$ cat src/rtl/xbtnsw.sv
// xbtnsw -- debounced push button and slide-switch CPU peripheral.
//
// Btn3 (active-high push button) and Sw[7:0] (slide switches) are
// synchronized with two flops each. The synchronized button is debounced by
// a four-state FSM that needs DEB_CYCLES consecutive stable cycles before it
// accepts a level change. Each accepted press sets a sticky press_flag and
// bumps an 8-bit wrapping press_cnt. The CPU clears both with a write to
// STATUS.
//
// Register map (addr):
//   0 SW     : [7:0] synchronized Sw, remaining bits 0 (read-only)
//   1 STATUS : [0] press_flag, [1] btn_level, [15:8] press_cnt, rest 0
//              any write clears press_flag and press_cnt
//
// Ports:
//   clk       system clock, all logic on the rising edge
//   rst       synchronous active-high reset
//   sel       peripheral select, an access happens in a cycle with sel=1
//   we        write enable, qualified by sel
//   addr      register select (0 = SW, 1 = STATUS)
//   data_in   CPU write data, only the strobe matters
//   data_out  registered read data, loaded on reads and held otherwise
//   Btn3      raw asynchronous push button
//   Sw        raw asynchronous slide switches
//   irq       (only with XBTNSW_IRQ_EN) registered copy of press_flag
//
// Build option: define XBTNSW_IRQ_EN to add the irq output.
// The bus width comes from the `DATA_W macro, which defaults to 32.

`ifndef DATA_W
`define DATA_W 32
`endif

module xbtnsw #(
  parameter int DEB_CYCLES = 1000000,
  parameter int DEB_W      = 20
) (
  input  logic               clk,
  input  logic               rst,
  input  logic               sel,
  input  logic               we,
  input  logic               addr,
  input  logic [`DATA_W-1:0] data_in,
  output logic [`DATA_W-1:0] data_out,
  input  logic               Btn3,
  input  logic [7:0]         Sw
`ifdef XBTNSW_IRQ_EN
  ,
  output logic               irq
`endif
);

  localparam int DATA_W = `DATA_W;
  localparam logic [DEB_W-1:0] DEB_LAST = DEB_W'(DEB_CYCLES - 1);
  localparam logic [DEB_W-1:0] DEB_ONE  = DEB_W'(1);

  generate
    if (DEB_CYCLES < 2 || (64'd1 << DEB_W) <= 64'(DEB_CYCLES)) begin : g_bad_deb
      $error("xbtnsw: need DEB_CYCLES >= 2 and 2**DEB_W > DEB_CYCLES");
    end
    if (DATA_W < 16) begin : g_bad_width
      $error("xbtnsw: DATA_W must be at least 16 to hold STATUS");
    end
  endgenerate

  typedef enum logic [1:0] {
    UP      = 2'd0,
    WAIT_DN = 2'd1,
    DOWN    = 2'd2,
    WAIT_UP = 2'd3
  } btn_state_t;

  logic              btn_p0, btn_p1;
  logic [7:0]        sw_p0, sw_p1;

  btn_state_t        state_q, state_d;
  logic [DEB_W-1:0]  cnt_q, cnt_d;
  logic              press;
  logic              btn_level;

  logic              clr;
  logic              flag_q, flag_d;
  logic [7:0]        pcnt_q, pcnt_d;

  logic              rd_en;
  logic [DATA_W-1:0] rd_data;

  // Write data is a don't-care; only the access strobe matters.
  logic unused_data;
  assign unused_data = ^data_in;

  // ---- stage p0/p1: two-flop synchronizers for the raw inputs ----
  always_ff @(posedge clk) begin
    if (rst) begin
      btn_p0 <= 1'b0;
      btn_p1 <= 1'b0;
      sw_p0  <= '0;
      sw_p1  <= '0;
    end else begin
      btn_p0 <= Btn3;
      btn_p1 <= btn_p0;
      sw_p0  <= Sw;
      sw_p1  <= sw_p0;
    end
  end

  // ---- debounce FSM on the synchronized button ----
  always_ff @(posedge clk) begin
    if (rst) begin
      state_q <= UP;
      cnt_q   <= '0;
    end else begin
      state_q <= state_d;
      cnt_q   <= cnt_d;
    end
  end

  always_comb begin
    state_d = state_q;
    cnt_d   = cnt_q;
    press   = 1'b0;
    unique case (state_q)
      UP: begin
        if (btn_p1) begin
          state_d = WAIT_DN;
          cnt_d   = '0;
        end
      end
      WAIT_DN: begin
        if (!btn_p1) begin
          state_d = UP;
        end else if (cnt_q == DEB_LAST) begin
          // Stable for DEB_CYCLES cycles: this is the one accepted press.
          state_d = DOWN;
          press   = 1'b1;
        end else begin
          cnt_d = cnt_q + DEB_ONE;
        end
      end
      DOWN: begin
        if (!btn_p1) begin
          state_d = WAIT_UP;
          cnt_d   = '0;
        end
      end
      WAIT_UP: begin
        if (btn_p1) begin
          state_d = DOWN;
        end else if (cnt_q == DEB_LAST) begin
          state_d = UP;
        end else begin
          cnt_d = cnt_q + DEB_ONE;
        end
      end
      default: begin
        state_d = UP;
        cnt_d   = '0;
      end
    endcase
  end

  // The button still reads as pressed while a release is being debounced.
  assign btn_level = (state_q == DOWN) || (state_q == WAIT_UP);

  // ---- press flag and counter ----
  assign clr = sel && we && addr;

  // A press landing in the same cycle as a clear wins over the clear, so
  // the clear never swallows a press: the result is flag=1, count=1.
  always_comb begin
    flag_d = flag_q;
    pcnt_d = pcnt_q;
    if (press) begin
      flag_d = 1'b1;
      pcnt_d = clr ? 8'd1 : pcnt_q + 8'd1;
    end else if (clr) begin
      flag_d = 1'b0;
      pcnt_d = '0;
    end
  end

  always_ff @(posedge clk) begin
    if (rst) begin
      flag_q <= 1'b0;
      pcnt_q <= '0;
    end else begin
      flag_q <= flag_d;
      pcnt_q <= pcnt_d;
    end
  end

  // ---- read path: one-cycle registered read, held between reads ----
  assign rd_en = sel && !we;

  // Reads sample current state, so a read followed by a clear returns the
  // pre-clear values.
  always_comb begin
    rd_data = '0;
    if (!addr) begin
      rd_data[7:0] = sw_p1;
    end else begin
      rd_data[0]    = flag_q;
      rd_data[1]    = btn_level;
      rd_data[15:8] = pcnt_q;
    end
  end

  always_ff @(posedge clk) begin
    if (rst) begin
      data_out <= '0;
    end else if (rd_en) begin
      data_out <= rd_data;
    end
  end

`ifdef XBTNSW_IRQ_EN
  // Loaded with the same next value as press_flag so the two always agree.
  logic irq_q;

  always_ff @(posedge clk) begin
    if (rst) begin
      irq_q <= 1'b0;
    end else begin
      irq_q <= flag_d;
    end
  end

  assign irq = irq_q;
`endif

endmodule

$ cat config.mk
export PLATFORM = sky130hd
export DESIGN_NAME = xbtnsw
export DESIGN_NICKNAME = d
export VERILOG_FILES = /design/src/rtl/xbtnsw.sv
export SDC_FILE = /design/constraint.sdc
export NUM_CORES = 1
export LEC_CHECK = 0
export CORE_MARGIN = 3
export CORE_UTILIZATION = 30
export CTS_CLUSTER_DIAMETER = 40
export DETAILED_ROUTE_END_ITERATION = 6
export GPL_ROUTABILITY_DRIVEN = 0
export SLEW_MARGIN = 20
export SYNTH_ARGS = -nofsm -noshare
export SYNTH_HDL_FRONTEND = slang
export SYNTH_SLANG_ARGS = --single-unit
$ cat constraint.sdc
create_clock -name clk -period 4.2 [get_ports clk]
set_clock_uncertainty 0.05 [all_clocks]
set_input_delay 0.42 -clock clk [delete_from_list [all_inputs] [get_ports clk]]
set_output_delay 0.42 -clock clk [all_outputs]
set_load 0.01 [all_outputs]
==> impl_metrics.py, run 1 <==
metrics = {
    "timing": {
        "hold_ws_ns": 0.389,
        "maxSlewViolCount": 0,
        "setup_tns_ns": 0,
        "fmax_mhz": 405,
        "tightest_slew_ns": 0.860,
        "slew_headroom": 0.423,
        "period_needed_ns": 2.47,
        "period_share": 0.588,
        "rsz0062_at_grt": "no",
        "hold_viol": 0,
        "setup_viol_count_final": 0,
    },
    "final_layout": {
        "final_common_cell": "dfxtp_1",
        "drive_above_1_share": 0.0661,
        "syn_to_final_growth_pct": 18.1,
        "fill_cells": 853,
        "nNetsFinal": 377,
        "multiInputGateArea_mm2": 0.00124,
        "n_antenna_cell": 0,
        "seq_area_mm2": 0.00130,
        "final_cell_mix": "65 x dfxtp_1, 30 x nand2_1, 29 x clkdlybuf4s50_1",
    },
    "clock_network": {
        "clkTransAtPathRegs_ns": 0.07,
        "cts_hold_buf": 0,
        "postCtsResizedCells": 0,
        "cts_tree": "done",
        "clockRootBuffer": "clkbuf_8",
        "postCtsSetupBuffers": 0,
        "cts_inserted_buffers": 9,
        "clk_latency_ns": 0.34,
        "cts_sinks": 65,
        "ctsHtreeMaxLevel": 3,
        "ctsLongestPathBuffers": 2,
    },
    "place": {
        "io_buffers": 29,
        "hpwlAfterDp_um": 3560,
    },
    "power": {
        "total_leakage_power_uw": 0.00108,
        "peakVddDrop_mv": 0.120,
        "p_total_uw": 1200,
        "p_per_area_mw_per_mm2": 379,
    },
    "yosys": {
        "avgSynthCellArea_um2": 8.79,
        "yosysWarnings": 0,
        "ys_seq_area_frac": 0.484,
        "syn_inst": 306,
        "synth_cell_types": 41,
        "synthArstFlopShare": 0,
        "synth_edf_count": 0,
        "syn-cell-area_mm2": 0.00269,
        "synthFlopType": "dfxtp_1",
        "ys_seq_elements": 65,
    },
    "setup_path": {
        "endpoint_kind": "register",
        "start_kind": "register",
        "arrival_ns": 2.70,
        "critPathSlowestCell": "or4_4",
        "cp_cell_sequence": "ha_1, nand2_1, or4_4, or2_1, or4_1, a21oi_1",
        "crit_fanout": 9,
        "critical_path_class": "reg2reg",
        "worstPathRequired_ns": 4.43,
        "critPathMaxStageDelay_ns": 0.60,
    },
    "detailed_routing": {
        "drt_iter0_drc": 89,
        "dr.pass1.iters": 4,
        "drt_wl_total_um": 5190,
        "wl_per_cell_um": 11.9,
        "routed_via_density": 4.66,
        "vias": 2040,
        "antenna_left": 0,
        "drc": 0,
    },
    "run": {
        "max_cap_viol_count": 0,
    },
    "status": {
        "status": "finished, final reports clean",
    },
    "die": {
        "initial_utilization": 0.318,
        "die_area_mm2": 0.0101,
        "die_w_um": 101,
        "die_h_um": 101,
        "pin_count": 78,
        "num_rows": 33,
        "core_area_mm2": 0.00846,
    },
    "grt": {
        "antenna_found_initial": 0,
        "grt_max_degree": 28,
        "grt_pass1_vias": 1939,
        "grt_overflow": 0,
        "grt_pass1_wl_um": 9070,
        "gr-usage-all-layers": 0.113,
    },
    "worst_hold_path": {
        "hold_class": "reg2reg",
    },
}
[routing by layer]
| metal | vias up | track usage | part of all wire |
|---|---|---|---|
| met5 | - | 0 | 0 |
| met4 | 0 | 0.0497 | 0.016 |
| met3 | 8 | 0.0443 | 0.042 |
| met2 | 39 | 0.170 | 0.46 |
| met1 | 943 | 0.144 | 0.48 |
| li1 | 1050 | - | - |
[cells by family after synthesis]
group,Yosys count,synth area share
other,1,0.00139
adders and majority gates,2,0.00930
buffers and inverters,37,0.0772
xor gates and xnor gates,20,0.0651
muxes,4,0.0149
and+or+nand+nor,139,0.269
DFF,65,0.484
AOI/OAI and AO/OA,38,0.0791
[path summary, 6_finish.rpt]
| path | start | end | slack, ns | depth (start not counted) |
|---|---|---|---|---|
| worst max-delay path | cnt_q[0] | pcnt_q[6] | 1.73 | 6 |
| worst min-delay path | btn_p0 | btn_p1 | 0.39 | 1 |
| worst max register to register | cnt_q[0] | pcnt_q[6] | 1.73 | 6 |
| worst min register to register | btn_p0 | btn_p1 | 0.39 | 1 |
[power breakdown]
part,switching [uW],internal (uW)
clock,246,273
sequential,3.69,626
combinational,32.1,23.2
total,281,923
[state kept, by name (all words and copies together) (netlist names), named ones only]
name      flops
cnt_q        20
data_out     16
pcnt_q        8
sw_p0         8
sw_p1         8
btn_p0        1
btn_p1        1
flag_q        1
state_q       1
[synthesized netlist by cell type, types with 3 or more instances]
library cell / number / area share
xor2_1: 13 / 0.042
mux2i_1: 4 / 0.015
a211oi_1: 3 / 0.0084
clkbuf_1: 14 / 0.020
nor3_1: 6 / 0.011
nand3b_1: 7 / 0.020
nand3_1: 19 / 0.035
dfxtp_1: 65 / 0.48
inv_1: 4 / 0.0056
nand4_1: 10 / 0.023
o21ai_0: 6 / 0.011
nand2_1: 30 / 0.042
nor2_1: 26 / 0.036
buf_4: 16 / 0.045
xnor2_1: 7 / 0.023
nor4_1: 5 / 0.012
nor2b_1: 20 / 0.047
a21oi_1: 22 / 0.041
[final cells by class]
cell class                 count  area share
timing repair buffer          30      0.0937
sequential                    65       0.409
clock buffer                   9      0.0390
inverter                       4     0.00472
clock inverter                 6      0.0217
tap                          105      0.0413
multi-input combinational    219       0.390
[critical path, delay by kind of cell (launching register included)]
family                     cells  cell delay (ns)
and+or+nand+nor                4             1.61
AOI/OAI and AO/OA              1             0.14
adders and majority gates      1             0.22
DFF                            1             0.39
[per-stage QoR]
stage / setup WS [ns] / cell area [um2] / utilization / cells
after floorplan: 1.93 / 2750 / - / 321
after CTS: 1.74 / 3180 / 0.375 / 438
final: 1.73 / 3180 / 0.375 / 438
after global routing: 1.59 / 3180 / 0.375 / 438
after detailed placement: 1.76 / 2980 / 0.352 / 423
after global placement: 1.79 / 2980 / 0.352 / 423
(Power assumes the default switching activity.)
==> run 2: changes to the inputs <==
==> constraint.sdc (replaced) <==
create_clock -name clk -period 2 [get_ports clk]
set_clock_uncertainty 0.05 [all_clocks]
set_input_delay 0.2 -clock clk [delete_from_list [all_inputs] [get_ports clk]]
set_output_delay 0.2 -clock clk [all_outputs]
set_load 0.01 [all_outputs]
==> impl_metrics.py, run 2 (synthesis gave the netlist of run 1 again) <==
metrics = {
    "power": {
        "peakVddDrop_mv": 0.278,
        "switching_share": 0.222,
        "p_per_area_mw_per_mm2": 724,
        "clkPwrFrac": 0.432,
        "total_leakage_power_uw": 0.00129,
        "power_frac_seq": 0.519,
        "p_int_uw": 1980,
        "comb_power_share": 0.050,
        "p_switching_uw": 566,
    },
    "clock_network": {
        "cts_sinks": 65,
        "ctsLongestPathBuffers": 2,
        "ctsHtreeMaxLevel": 3,
        "clkTransAtPathRegs_ns": 0.07,
        "cts_hold_buf": 0,
        "cts_inserted_buffers": 9,
        "cts_tree": "done",
        "clockRootBuffer": "clkbuf_8",
        "postCtsSetupBuffers": 0,
        "clk_latency_ns": 0.33,
    },
    "place": {
        "io_buffers": 29,
        "place_area_mm2": 0.00328,
        "hpwlAfterDp_um": 3880,
    },
    "die": {
        "core_area_mm2": 0.00846,
        "die_h_um": 101,
        "die_area_mm2": 0.0101,
        "num_rows": 33,
        "die_w_um": 101,
        "pin_count": 78,
        "initial_utilization": 0.318,
    },
    "timing": {
        "slew_headroom": 0.501,
        "fmax_mhz": 492,
        "setup_viol_count_final": 3,
        "setup_tns_ns": -0.0508,
        "rsz0062_at_grt": "yes",
        "hold_viol": 0,
        "tightest_slew_ns": 0.743,
        "hold_ws_ns": 0.364,
        "maxSlewViolCount": 0,
        "period_share": 1.02,
        "period_needed_ns": 2.03,
        "layout_setup_ws_ns": -0.0306,
    },
    "setup_path": {
        "endpoint_kind": "register",
        "arrival_ns": 2.25,
        "critPathMaxStageDelay_ns": 0.52,
        "crit_fanout": 5,
        "path_common_cell": "or4_4",
        "cp_cell_sequence": "ha_4, nand2_2, or4_4, or2_4, or4_4, a21oi_2",
        "worstPathRequired_ns": 2.22,
        "critPathSlowestCell": "or4_4",
        "start_kind": "register",
        "critical_path_class": "reg2reg",
    },
    "grt": {
        "antenna_found_initial": 0,
        "grt_max_degree": 23,
        "grt_pass1_wl_um": 9200,
        "grt_pass1_vias": 2014,
        "grt_overflow": 0,
        "gr-usage-all-layers": 0.115,
    },
    "final_layout": {
        "drive_above_1_share": 0.189,
        "nNetsFinal": 414,
        "final_common_cell": "dfxtp_1",
        "largest_reg_flops": 20,
        "largest_register": "cnt_q",
        "reg_top3": "cnt_q: 20 flops, data_out: 16 flops",
        "final_cell_mix": "63 x dfxtp_1, 38 x buf_4, 29 x nand2_1, 29 x clkdlybuf4s50_1, 26 x nor2_1",
        "postLayoutCoreUtil": 0.416,
        "syn_to_final_growth_pct": 31.0,
        "fin_area_mm2": 0.00352,
        "n_antenna_cell": 0,
        "fill_cells": 853,
    },
    "run": {
        "max_cap_viol_count": 0,
    },
    "worst_hold_path": {
        "hold_class": "in2reg",
    },
    "detailed_routing": {
        "antenna_left": 0,
        "drt_wl_total_um": 5370,
        "dr.pass1.iters": 4,
        "routed_via_density": 4.48,
        "wl_per_cell_um": 11.3,
        "drt_iter0_drc": 71,
        "vias": 2131,
        "drc": 0,
    },
    "status": {
        "status": "complete, but fails checks",
        "violations": "setup timing",
    },
}
==> run 2: layout make-up <==
| type | count | area (um2) | share of cell area |
|---|---|---|---|
| Timing Repair Buffer | 67 | 576 | 0.163 |
| Tap cell | 105 | 131 | 0.0373 |
| Sequential cell | 65 | 1300 | 0.370 |
| Clock inverter | 4 | 51.3 | 0.0146 |
| Inverter | 4 | 15.0 | 0.00426 |
| Clock buffer | 12 | 145 | 0.0412 |
| Multi-Input combinational cell | 219 | 1300 | 0.369 |
==> run 2: path summary, 6_finish.rpt <==
kind | depth (start not counted) | endpoint | start | slack (ns)
max | 6 | pcnt_q[6] | cnt_q[1] | -0.03
min | 2 | sw_p0[7] | Sw[7] | 0.36
max reg2reg | 6 | pcnt_q[6] | cnt_q[1] | -0.03
min reg2reg | 1 | btn_p1 | btn_p0 | 0.39
==> run 2: what timing repair did <==
item,CTS,global route
cloned,0,0
gates resized for setup,1,9
setup endpoints to repair,3,6
==> run 2: stage by stage <==
| step | total power (uW) | cells | setup slack, ns |
|---|---|---|---|
| floorplan | 1450 | 321 | -0.129 |
| detailed placement | 1480 | 460 | -0.0602 |
| global route | 2660 | 476 | -0.0759 |
| CTS | 2590 | 476 | -0.0469 |
| global placement | 1480 | 460 | -0.0398 |
| finish | 2550 | 476 | -0.0306 |
==> run 2: worst max-delay path, delay by kind of cell, from the launching register on <==
| family | cells | cell delay (ns) |
|---|---|---|
| fa+ha+maj | 1 | 0.14 |
| compound gates | 1 | 0.12 |
| simple gates | 4 | 1.32 |
| flops | 1 | 0.35 |
==> run 2: metal layers <==
layer	global-route usage	share of wire	vias to the layer above	routed length, um
li1	-	-	1125	-
met1	0.141	0.47	966	2530
met2	0.184	0.48	36	2570
met3	0.0374	0.038	4	205
met4	0.0466	0.012	0	62
met5	0	0	-	0
==> run 2: power by group through the flow <==
stage	Sequential (uW)	Clock (uW)	Combinational [uW]
2_1_floorplan	1350	0	96.1
3_3_place_gp	1350	0	126
3_5_place_dp	1350	0	127
4_1_cts	1320	1140	128
5_1_grt	1320	1200	142
6_report	1320	1100	127
